File: config.mk
export PLATFORM = sky130hd
export DESIGN_NAME = uart_rx_cfg
export DESIGN_NICKNAME = d
export VERILOG_FILES = /design/src/rtl/uart_rx_cfg.sv
export SDC_FILE = /design/constraint.sdc
export NUM_CORES = 1
export LEC_CHECK = 0
export CORE_MARGIN = 1
export CORE_UTILIZATION = 55
export DETAILED_ROUTE_END_ITERATION = 8
export GPL_ROUTABILITY_DRIVEN = 0
export GPL_TIMING_DRIVEN = 0
export PLACE_DENSITY_LB_ADDON = 0.25
export SYNTH_ARGS = -nofsm -noshare
export SYNTH_HDL_FRONTEND = slang
export SYNTH_SLANG_ARGS = --single-unit
File: constraint.sdc
create_clock -name clk -period 6.17 [get_ports clk]
set_input_delay 0.9255 -clock clk [delete_from_list [all_inputs] [get_ports clk]]
set_output_delay 0.9255 -clock clk [all_outputs]
set_load 0.005 [all_outputs]
File: src/rtl/uart_rx_cfg.sv
// UART receiver: DATA_W data bits LSB first, optional parity, 1/2 stop bits, rdy/clr_rdy handshake.
// Define UART_RX_MAJ3_EN to take each bit as the 3-sample majority instead of a single mid-bit sample.
module uart_rx_cfg #(
  parameter int DATA_W = 8,
  parameter int BAUD_W = 13
) (
  input  logic              clk,
  input  logic              rst,
  input  logic              RX,
  input  logic              clr_rdy,
  input  logic [BAUD_W-1:0] DB,
  input  logic              parity_en,
  input  logic              parity_odd,
  input  logic              two_stop,
  output logic [DATA_W-1:0] rx_data,
  output logic              rdy,
  output logic              par_err,
  output logic              frm_err,
  output logic              ovr_err,
  output logic              busy
);

  typedef enum logic [2:0] {IDLE, START, DATA, PARITY, STOP1, STOP2} state_t;

  state_t              state_q, state_d;
  logic                rx_meta_q, rxs_q;
  logic [BAUD_W-1:0]   cnt_q, cnt_d, db_q, db_d;
  logic [3:0]          bit_cnt_q, bit_cnt_d;
  logic [DATA_W-1:0]   sr_q, sr_d, rx_data_q, rx_data_d;
  logic                pe_q, pe_d, po_q, po_d, ts_q, ts_d;
  logic                armed_q, armed_d, pbad_q, pbad_d, fbad_q, fbad_d;
  logic                rdy_q, rdy_d, par_err_q, par_err_d, frm_err_q, frm_err_d;
  logic                ovr_q, ovr_d;
  logic                sample, bit_v, done;

  assign sample = (cnt_q == '0);

`ifdef UART_RX_MAJ3_EN
  // hist_q[1]/hist_q[0] hold rxs from two and one cycles ago (counter values 2 and 1)
  logic [1:0] hist_q, hist_d;
  assign hist_d = {hist_q[0], rxs_q};
  assign bit_v  = (hist_q[1] & hist_q[0]) | (hist_q[1] & rxs_q) | (hist_q[0] & rxs_q);

  always_ff @(posedge clk) begin
    if (rst) hist_q <= 2'b11;
    else     hist_q <= hist_d;
  end
`else
  assign bit_v = rxs_q;
`endif

  always_comb begin
    state_d   = state_q;
    cnt_d     = cnt_q;
    db_d      = db_q;
    bit_cnt_d = bit_cnt_q;
    sr_d      = sr_q;
    pe_d      = pe_q;
    po_d      = po_q;
    ts_d      = ts_q;
    armed_d   = armed_q;
    pbad_d    = pbad_q;
    fbad_d    = fbad_q;
    done      = 1'b0;

    if (state_q != IDLE) cnt_d = sample ? db_q - BAUD_W'(1) : cnt_q - BAUD_W'(1);

    case (state_q)
      IDLE: begin
        if (rxs_q) armed_d = 1'b1;
        else if (armed_q) begin
          state_d   = START;
          cnt_d     = DB >> 1;
          db_d      = DB;
          pe_d      = parity_en;
          po_d      = parity_odd;
          ts_d      = two_stop;
          bit_cnt_d = '0;
          pbad_d    = 1'b0;
          fbad_d    = 1'b0;
        end
      end
      START: if (sample) state_d = bit_v ? IDLE : DATA;
      DATA: if (sample) begin
        sr_d      = {bit_v, sr_q[DATA_W-1:1]};
        bit_cnt_d = bit_cnt_q + 4'd1;
        if (bit_cnt_q == 4'(DATA_W-1)) state_d = pe_q ? PARITY : STOP1;
      end
      PARITY: if (sample) begin
        pbad_d  = ((^sr_q) ^ bit_v) != po_q;
        state_d = STOP1;
      end
      STOP1: if (sample) begin
        fbad_d = ~bit_v;
        if (ts_q) state_d = STOP2;
        else begin
          done    = 1'b1;
          state_d = IDLE;
        end
      end
      STOP2: if (sample) begin
        fbad_d  = fbad_q | ~bit_v;
        done    = 1'b1;
        state_d = IDLE;
      end
      default: state_d = IDLE;
    endcase

    // a low stop bit disarms so a held break produces a single frame
    if (done && fbad_d) armed_d = 1'b0;

    rx_data_d = done ? sr_d   : rx_data_q;
    par_err_d = done ? pbad_d : par_err_q;
    frm_err_d = done ? fbad_d : frm_err_q;
    rdy_d     = done | (rdy_q & ~clr_rdy);
    ovr_d     = ~clr_rdy & (ovr_q | (done & rdy_q));
  end

  always_ff @(posedge clk) begin
    if (rst) begin
      state_q   <= IDLE;
      rx_meta_q <= 1'b1;
      rxs_q     <= 1'b1;
      cnt_q     <= '0;
      db_q      <= '0;
      bit_cnt_q <= '0;
      sr_q      <= '0;
      pe_q      <= 1'b0;
      po_q      <= 1'b0;
      ts_q      <= 1'b0;
      armed_q   <= 1'b1;
      pbad_q    <= 1'b0;
      fbad_q    <= 1'b0;
      rx_data_q <= '0;
      rdy_q     <= 1'b0;
      par_err_q <= 1'b0;
      frm_err_q <= 1'b0;
      ovr_q     <= 1'b0;
    end else begin
      state_q   <= state_d;
      rx_meta_q <= RX;
      rxs_q     <= rx_meta_q;
      cnt_q     <= cnt_d;
      db_q      <= db_d;
      bit_cnt_q <= bit_cnt_d;
      sr_q      <= sr_d;
      pe_q      <= pe_d;
      po_q      <= po_d;
      ts_q      <= ts_d;
      armed_q   <= armed_d;
      pbad_q    <= pbad_d;
      fbad_q    <= fbad_d;
      rx_data_q <= rx_data_d;
      rdy_q     <= rdy_d;
      par_err_q <= par_err_d;
      frm_err_q <= frm_err_d;
      ovr_q     <= ovr_d;
    end
  end

  assign rx_data = rx_data_q;
  assign rdy     = rdy_q;
  assign par_err = par_err_q;
  assign frm_err = frm_err_q;
  assign ovr_err = ovr_q;
  assign busy    = (state_q != IDLE);

endmodule
# Word level (Yosys, flattened, before mapping)
# Index checks and enable logic that the tools add are counted.
[word_totals]
reg_bits = 61
inputBits = 20
output_inout_bits = 13
elab_cells = 96
[classes]
addsub = 3
eq_ne = 15
muxes = 39
bitwise_logic = 9
reduce_logical = 12
[op_table]
columns = ["cell", "n"]
rows = [
  ["two-way mux 13 bit", 5],
  ["two-way mux 3 bit", 10],
  ["subtractor 13 x 1 -> 13 bit, second input constant", 2],
  ["one-hot mux 3 bit (6 select lines)", 1],
  ["two-way mux 8 bit", 2],
  ["inequality test 2 bit, second input constant", 8],
  ["zero test 13 bit", 1],
  ["two-way mux 1 bit", 13],
  ["two-way mux 4 bit", 3],
  ["one-hot mux 4 bit (2 select lines)", 1],
  ["AND reduction 8 bit", 1],
  ["parity 8 bit", 1],
  ["== test 3 x 2 -> 1 bit, second input constant", 2],
  ["== test 3 bit, second input constant", 2],
  ["nonzero test 2 bit", 3],
  ["adder 4 x 1 -> 4 bit, second input constant", 1],
  ["== test 4 x 3 -> 1 bit, second input constant", 1],
  ["one-hot mux 1 bit (2 select lines)", 2],
  ["AND reduction 4 bit", 1],
  ["bitwise AND 1 bit", 3],
  ["== test 3 x 1 -> 1 bit, second input constant", 1],
  ["zero test 3 bit", 1],
  ["OR 1 bit", 3],
  ["one-hot mux 1 bit (3 select lines)", 1],
  ["other kinds (8)", 9],
]

# Depth between registers and ports, before layout
[logic_depth]
ltp_word = 7
depth_mapped = 12
mapped_depth_nobuf = 9

# Worst setup path before layout
# OpenSTA, ideal clock, no wires.
[synth_timing]
path_type = "register -> register"
startpoint = "register cnt_q[7]"
endpoint = "register cnt_q[8]"
setup_time_ps = 86
t_arrival_ps = 2628
required_ps = 6084
slack_ps = 3456
stages_incl_launch_ff = 13
n_path_buf = 3
synth_period_minus_slack_ps = 2714
cell_sequence = "dfxtp_1 -> or3_1 -> clkbuf_1 -> nor4_2 -> buf_4 -> buf_4 -> a21oi_1 -> ha_1 -> nand2_1 -> or4_1 -> or3_1 -> mux2i_1 -> a211oi_1"
[synth_via]
elab_chain_cells = 6
word_cells_on_any_way = 7
classes_between = "1 x add/sub; 5 x mux; 1 x reduce/logical"
[synth_lines]
columns = ["item", "line", "rtl"]
rows = [
  ["start: declaration", "27", "logic [BAUD_W-1:0] cnt_q, cnt_d, db_q, db_d;"],
  ["start signal: assignment", "143", "cnt_q <= cnt_d;"],
  ["subtractor 13 x 1 -> 13 bit or zero test 13 bit (tied branches)", "66, 36", ""],
  ["two-way mux 13 bit (*) (2 in a row)", "66", "if (state_q != IDLE) cnt_d = sample ? db_q - BAUD_W'(1) : cnt_q - BAUD_W'(1);"],
  ["two-way mux 13 bit", "71", "else if (armed_q) begin"],
  ["two-way mux 13 bit", "70", "if (rxs_q) armed_d = 1'b1;"],
  ["two-way mux 13 bit (*)", "68", "case (state_q)"],
]
# Every way passes the cells marked *; elsewhere a longest branch is shown, timed or not.
# A chain may end at the register's enable or synchronous reset.

# Worst setup path in the final report
[layout_timing]
startpoint = "register cnt_q[5]"
endpoint = "register cnt_q[6]"
# The elaborated chain is that of the path after synthesis.

==> summary.md <==
The count of hold buffers inserted by post-cts repair is 0. The post-synthesis sequential area ratio is 40.7%, and the H-tree depth reported by CTS is 3. The tools report the clock network latency to the later pin of the worst-skew pair as 0.34 ns.

The share of total power dissipated in sequential elements is 39.4%. In this design, the critical path's most frequently occurring cell is sky130_fd_sc_hd__buf_4. Fraction of synthesized area in multiplexers: 3.33%. The worst setup path is captured at a flop. The final layout contains routed wiring with a total length of 8.03 mm. The fmax is 0.312 GHz. Once the clock tree was built, the resizer swapped 0 gates to a different size. For the aggregate negative setup slack, the log shows 0 ns. The fraction of the mapped netlist area in compound gates was 21.8%. The library cell used most frequently in the layout, excluding fill and tap cells, is sky130_fd_sc_hd__dfxtp_1. Of the total power, combinational logic draws 19.3%. The number of antenna diodes in the final layout is 0.

The via count of the first global-routing pass is 2739. The logs give 3.45 ns for the arrival time at the worst endpoint and 0 for the final count of hold timing violations. TritonCTS built the clock tree.

Buffers placed on the I/O ports in this run total 31. The mapped netlist covers 3000 sq um. The reg2reg setup slack is 2.97 ns, and the total internal power is 0.769 mW. Setup repair after global routing left no endpoint under its margin. Adder-cell share of the synthesized area: 0.833%. Across the run, the number of max-cap violations was 0. Measured along the x axis, the die boundary spans 75.9 um.

The peak supply drop is 206 uV. The floorplan has 26 rows. In this run the count of I/O pins placed on the die edge is 33. For the clock skew after layout, the log shows 0.00953 ns.

The first-pass iteration count of the detailed router was 4. The flow ran to the end, and the final reports show no timing, DRC or antenna violations. The total CTS buffers was 9. For the worst max-slew margin expressed relative to the limit, the log shows 54.8%. Cell with the largest stage delay on the worst path: sky130_fd_sc_hd__or4_4. The clock-pin transition on the worst setup and hold timing paths is 0.08 ns, and the post-synthesis instance total is 371. In this run, synthesis inferred 0 flip-flops with an integrated enable. Final-stage net count: 435. For the sum of overflow across all layers after global routing, the log shows 0. The area share of xor/xnor cells in the synthesized design works out to 4.67%. The detailed router finished its first iteration with 187 violations. Maximum fanout encountered on the critical timing path: 10.

In this run the power density over the cells is 294 nW/um^2. The signal on the critical path passes through buf_6 > or4_4 > nor4_2 > buf_4 > buf_4 > a21oi_1 > ha_1 > nand2_1 > a2111oi_0 > xor2_1 > a221oi_1. In this run, the clock network consumes 41.3% of the power. In the layout the commonest cells are 61 x sky130_fd_sc_hd__dfxtp_1, 59 x sky130_fd_sc_hd__nand2_1, 51 x sky130_fd_sc_hd__a21oi_1. The cell family contributing the most delay on the critical path is simple AND/OR/NAND/NOR gates. Cells fill 70.5% of the core in the end. Once detail routing completed, the nets flagged for antenna violations numbered 0.

The number of max-slew violations in the final report was 0; the fraction of power spent switching nets was 28.4%. The setup violation total in the final timing report came out at 0. The sort of element at the start of the critical path was a flop.

CTS saw 61 sinks. In the final layout, the share of cells above drive strength 1 is 9.81%. For this run, design rule violations remaining after detail routing come to 0.

The maximum number of pins on one net before global-route repair came out at 12. The count of warnings emitted by yosys is 0, and the total global routing track utilization is 30.2%. The min-delay analysis places its worst path in the category flop to flop. The die is 75.9 um tall. The logs give 2939 for the via count of the routed design and 5760 sq um for the full die area.

Path type of the worst setup path: flop to flop. On the worst path, the slowest cell contributes a delay of 0.52 ns. From synthesis to final layout, the design area changed by 21.5%.

Summed over all nets, the half-perimeter wirelength after detailed placement is 5.43 mm. After synthesis, the largest family of logic cells by area is simple AND/OR/NAND/NOR gates. The floorplan step defined a core boundary enclosing 5170 sq um. The logs give 0.305 mW for the net switching component of the power and 12.8 mm for the global-route wire length before repair.

The flop and latch count out of synthesis is 61. For the worst setup path, the data required time is 6.42 ns. The unique cell type count in the Yosys netlist is 46, and the period utilization is 51.9%. The clock period could shrink to 3.20 ns. The most used flip-flop cell after synthesis is sky130_fd_sc_hd__dfxtp_1. The initial utilization of the core area, before any placement, comes to 58.1%. Dividing the synthesized area by the synthesized cell count gives 8.09 sq um. The analysis attributes to cell leakage a power of 1.29 nW.

Together, buffers and inverters on the worst path number 3. After synthesis, the share of flip-flops with an asynchronous set or reset is 0%. The initial antenna violation count was 0. After detailed routing, the average wire length per cell comes to 16.5 um. The simple-gate portion of the synthesized area works out to 24.0%. Using the TritonRoute via totals, the vias-per-cell ratio works out to 6.02. For the worst-case clock buffer depth, the log shows 2. The number of buffers inserted by post-CTS setup repair is 0. The run gives 393 as the synthesized net count.

The cell sitting at the root of the clock tree is a sky130_fd_sc_hd__clkbuf_8. The measured slew at the worst slew-check pin works out to 0.678 ns.
==> cells in the mapped netlist (5+ instances only) <==
cell type	n	area, sq um
sky130_fd_sc_hd__nor2_1	35	131
sky130_fd_sc_hd__nor4_1	7	43.8
sky130_fd_sc_hd__nand2_1	59	221
sky130_fd_sc_hd__a221oi_1	6	52.6
sky130_fd_sc_hd__clkbuf_1	18	67.6
sky130_fd_sc_hd__or2_2	5	31.3
sky130_fd_sc_hd__a21oi_1	51	255
sky130_fd_sc_hd__a211oi_1	5	37.5
sky130_fd_sc_hd__mux2i_1	10	100
sky130_fd_sc_hd__a211oi_2	8	100
sky130_fd_sc_hd__o21ai_0	10	50.1
sky130_fd_sc_hd__xnor2_1	12	105
sky130_fd_sc_hd__nand3_1	6	30.0
sky130_fd_sc_hd__or3_1	9	56.3
sky130_fd_sc_hd__inv_1	6	22.5
sky130_fd_sc_hd__nor3_1	16	80.1
sky130_fd_sc_hd__dfxtp_1	61	1220
==> worst reg2reg max path, stage by stage, from the launching register on <==
cell	delay, ns
sky130_fd_sc_hd__dfxtp_1	0.32
sky130_fd_sc_hd__buf_6	0.13
sky130_fd_sc_hd__or4_4	0.52
sky130_fd_sc_hd__nor4_2	0.50
sky130_fd_sc_hd__buf_4	0.29
sky130_fd_sc_hd__buf_4	0.20
sky130_fd_sc_hd__a21oi_1	0.12
sky130_fd_sc_hd__ha_1	0.24
sky130_fd_sc_hd__nand2_1	0.15
sky130_fd_sc_hd__a2111oi_0	0.12
sky130_fd_sc_hd__xor2_1	0.21
sky130_fd_sc_hd__a221oi_1	0.30
==> kinds of logic after synthesis <==
group | after synthesis
AND/OR/NAND/NOR | 153
AO/OA/AOI/OAI | 99
flip-flops | 61
buffers and inverters | 30
XOR/XNOR | 16
multiplexers | 10
adder cells (fa/ha/maj) | 2
==> stage by stage <==
| stage | instances | total power [mW] | setup slack, ns | hold slack [ns] | instance area, sq um |
|---|---|---|---|---|---|
| floorplan | 371 | 0.574 | 3.46 | 0.389 | 3000 |
| finish | 488 | 1.07 | 2.97 | 0.420 | 3650 |
| global route | 488 | 1.11 | 2.80 | 0.453 | 3650 |
| global placement | 472 | 0.629 | 3.06 | 0.401 | 3400 |
| CTS | 488 | 1.07 | 3.00 | 0.419 | 3650 |
| detailed placement | 472 | 0.632 | 3.07 | 0.402 | 3400 |
==> path summary, 6_finish.rpt <==
check / startpoint / end / cells after the start
setup reg to reg: cnt_q[5]$_SDFF_PP0_ / cnt_q[6]$_SDFF_PP0_ / 11
hold reg to reg: rx_meta_q$_SDFF_PP1_ / bit_v$_SDFF_PP1_ / 1
hold / removal: rx_meta_q$_SDFF_PP1_ / bit_v$_SDFF_PP1_ / 1
setup / recovery: cnt_q[5]$_SDFF_PP0_ / cnt_q[6]$_SDFF_PP0_ / 11
==> state kept, by name, summed over array words and instances (netlist names), 3 cells and up <==
| name | count |
|---|---|
| sr_q | 8 |
| cnt_q | 13 |
| bit_cnt_q | 4 |
| state_q | 3 |
| rx_data | 8 |
| db_q | 13 |
==> per-layer routing <==
metal	vias up	wire, um	global-route usage [%]
met1	1371	3320	36.6
met5	-	0	0
met4	0	236	16.0
li1	1411	-	-
met3	23	557	7.14
met2	134	3910	49.8
==> cell type report <==
cell class	count	area, sq um
inverter	6	22.5
clock inverter	6	110
multi-input combinational	280	1640
buffer	24	118
sequential	61	1220
tap	70	87.6
fill	421	1520
clock buffer	10	138
timing repair buffer	31	310
==> power groups by stage <==
stage                     Clock [mW]  Sequential (mW)  Combinational (mW)
after floorplan                    0            0.427               0.148
after global placement             0            0.431               0.198
after detailed placement           0            0.432               0.200
after CTS                      0.445            0.423               0.203
after global routing           0.460            0.425               0.228
final                          0.444            0.424               0.207
No activity file was read; power rests on OpenSTA's default activity.
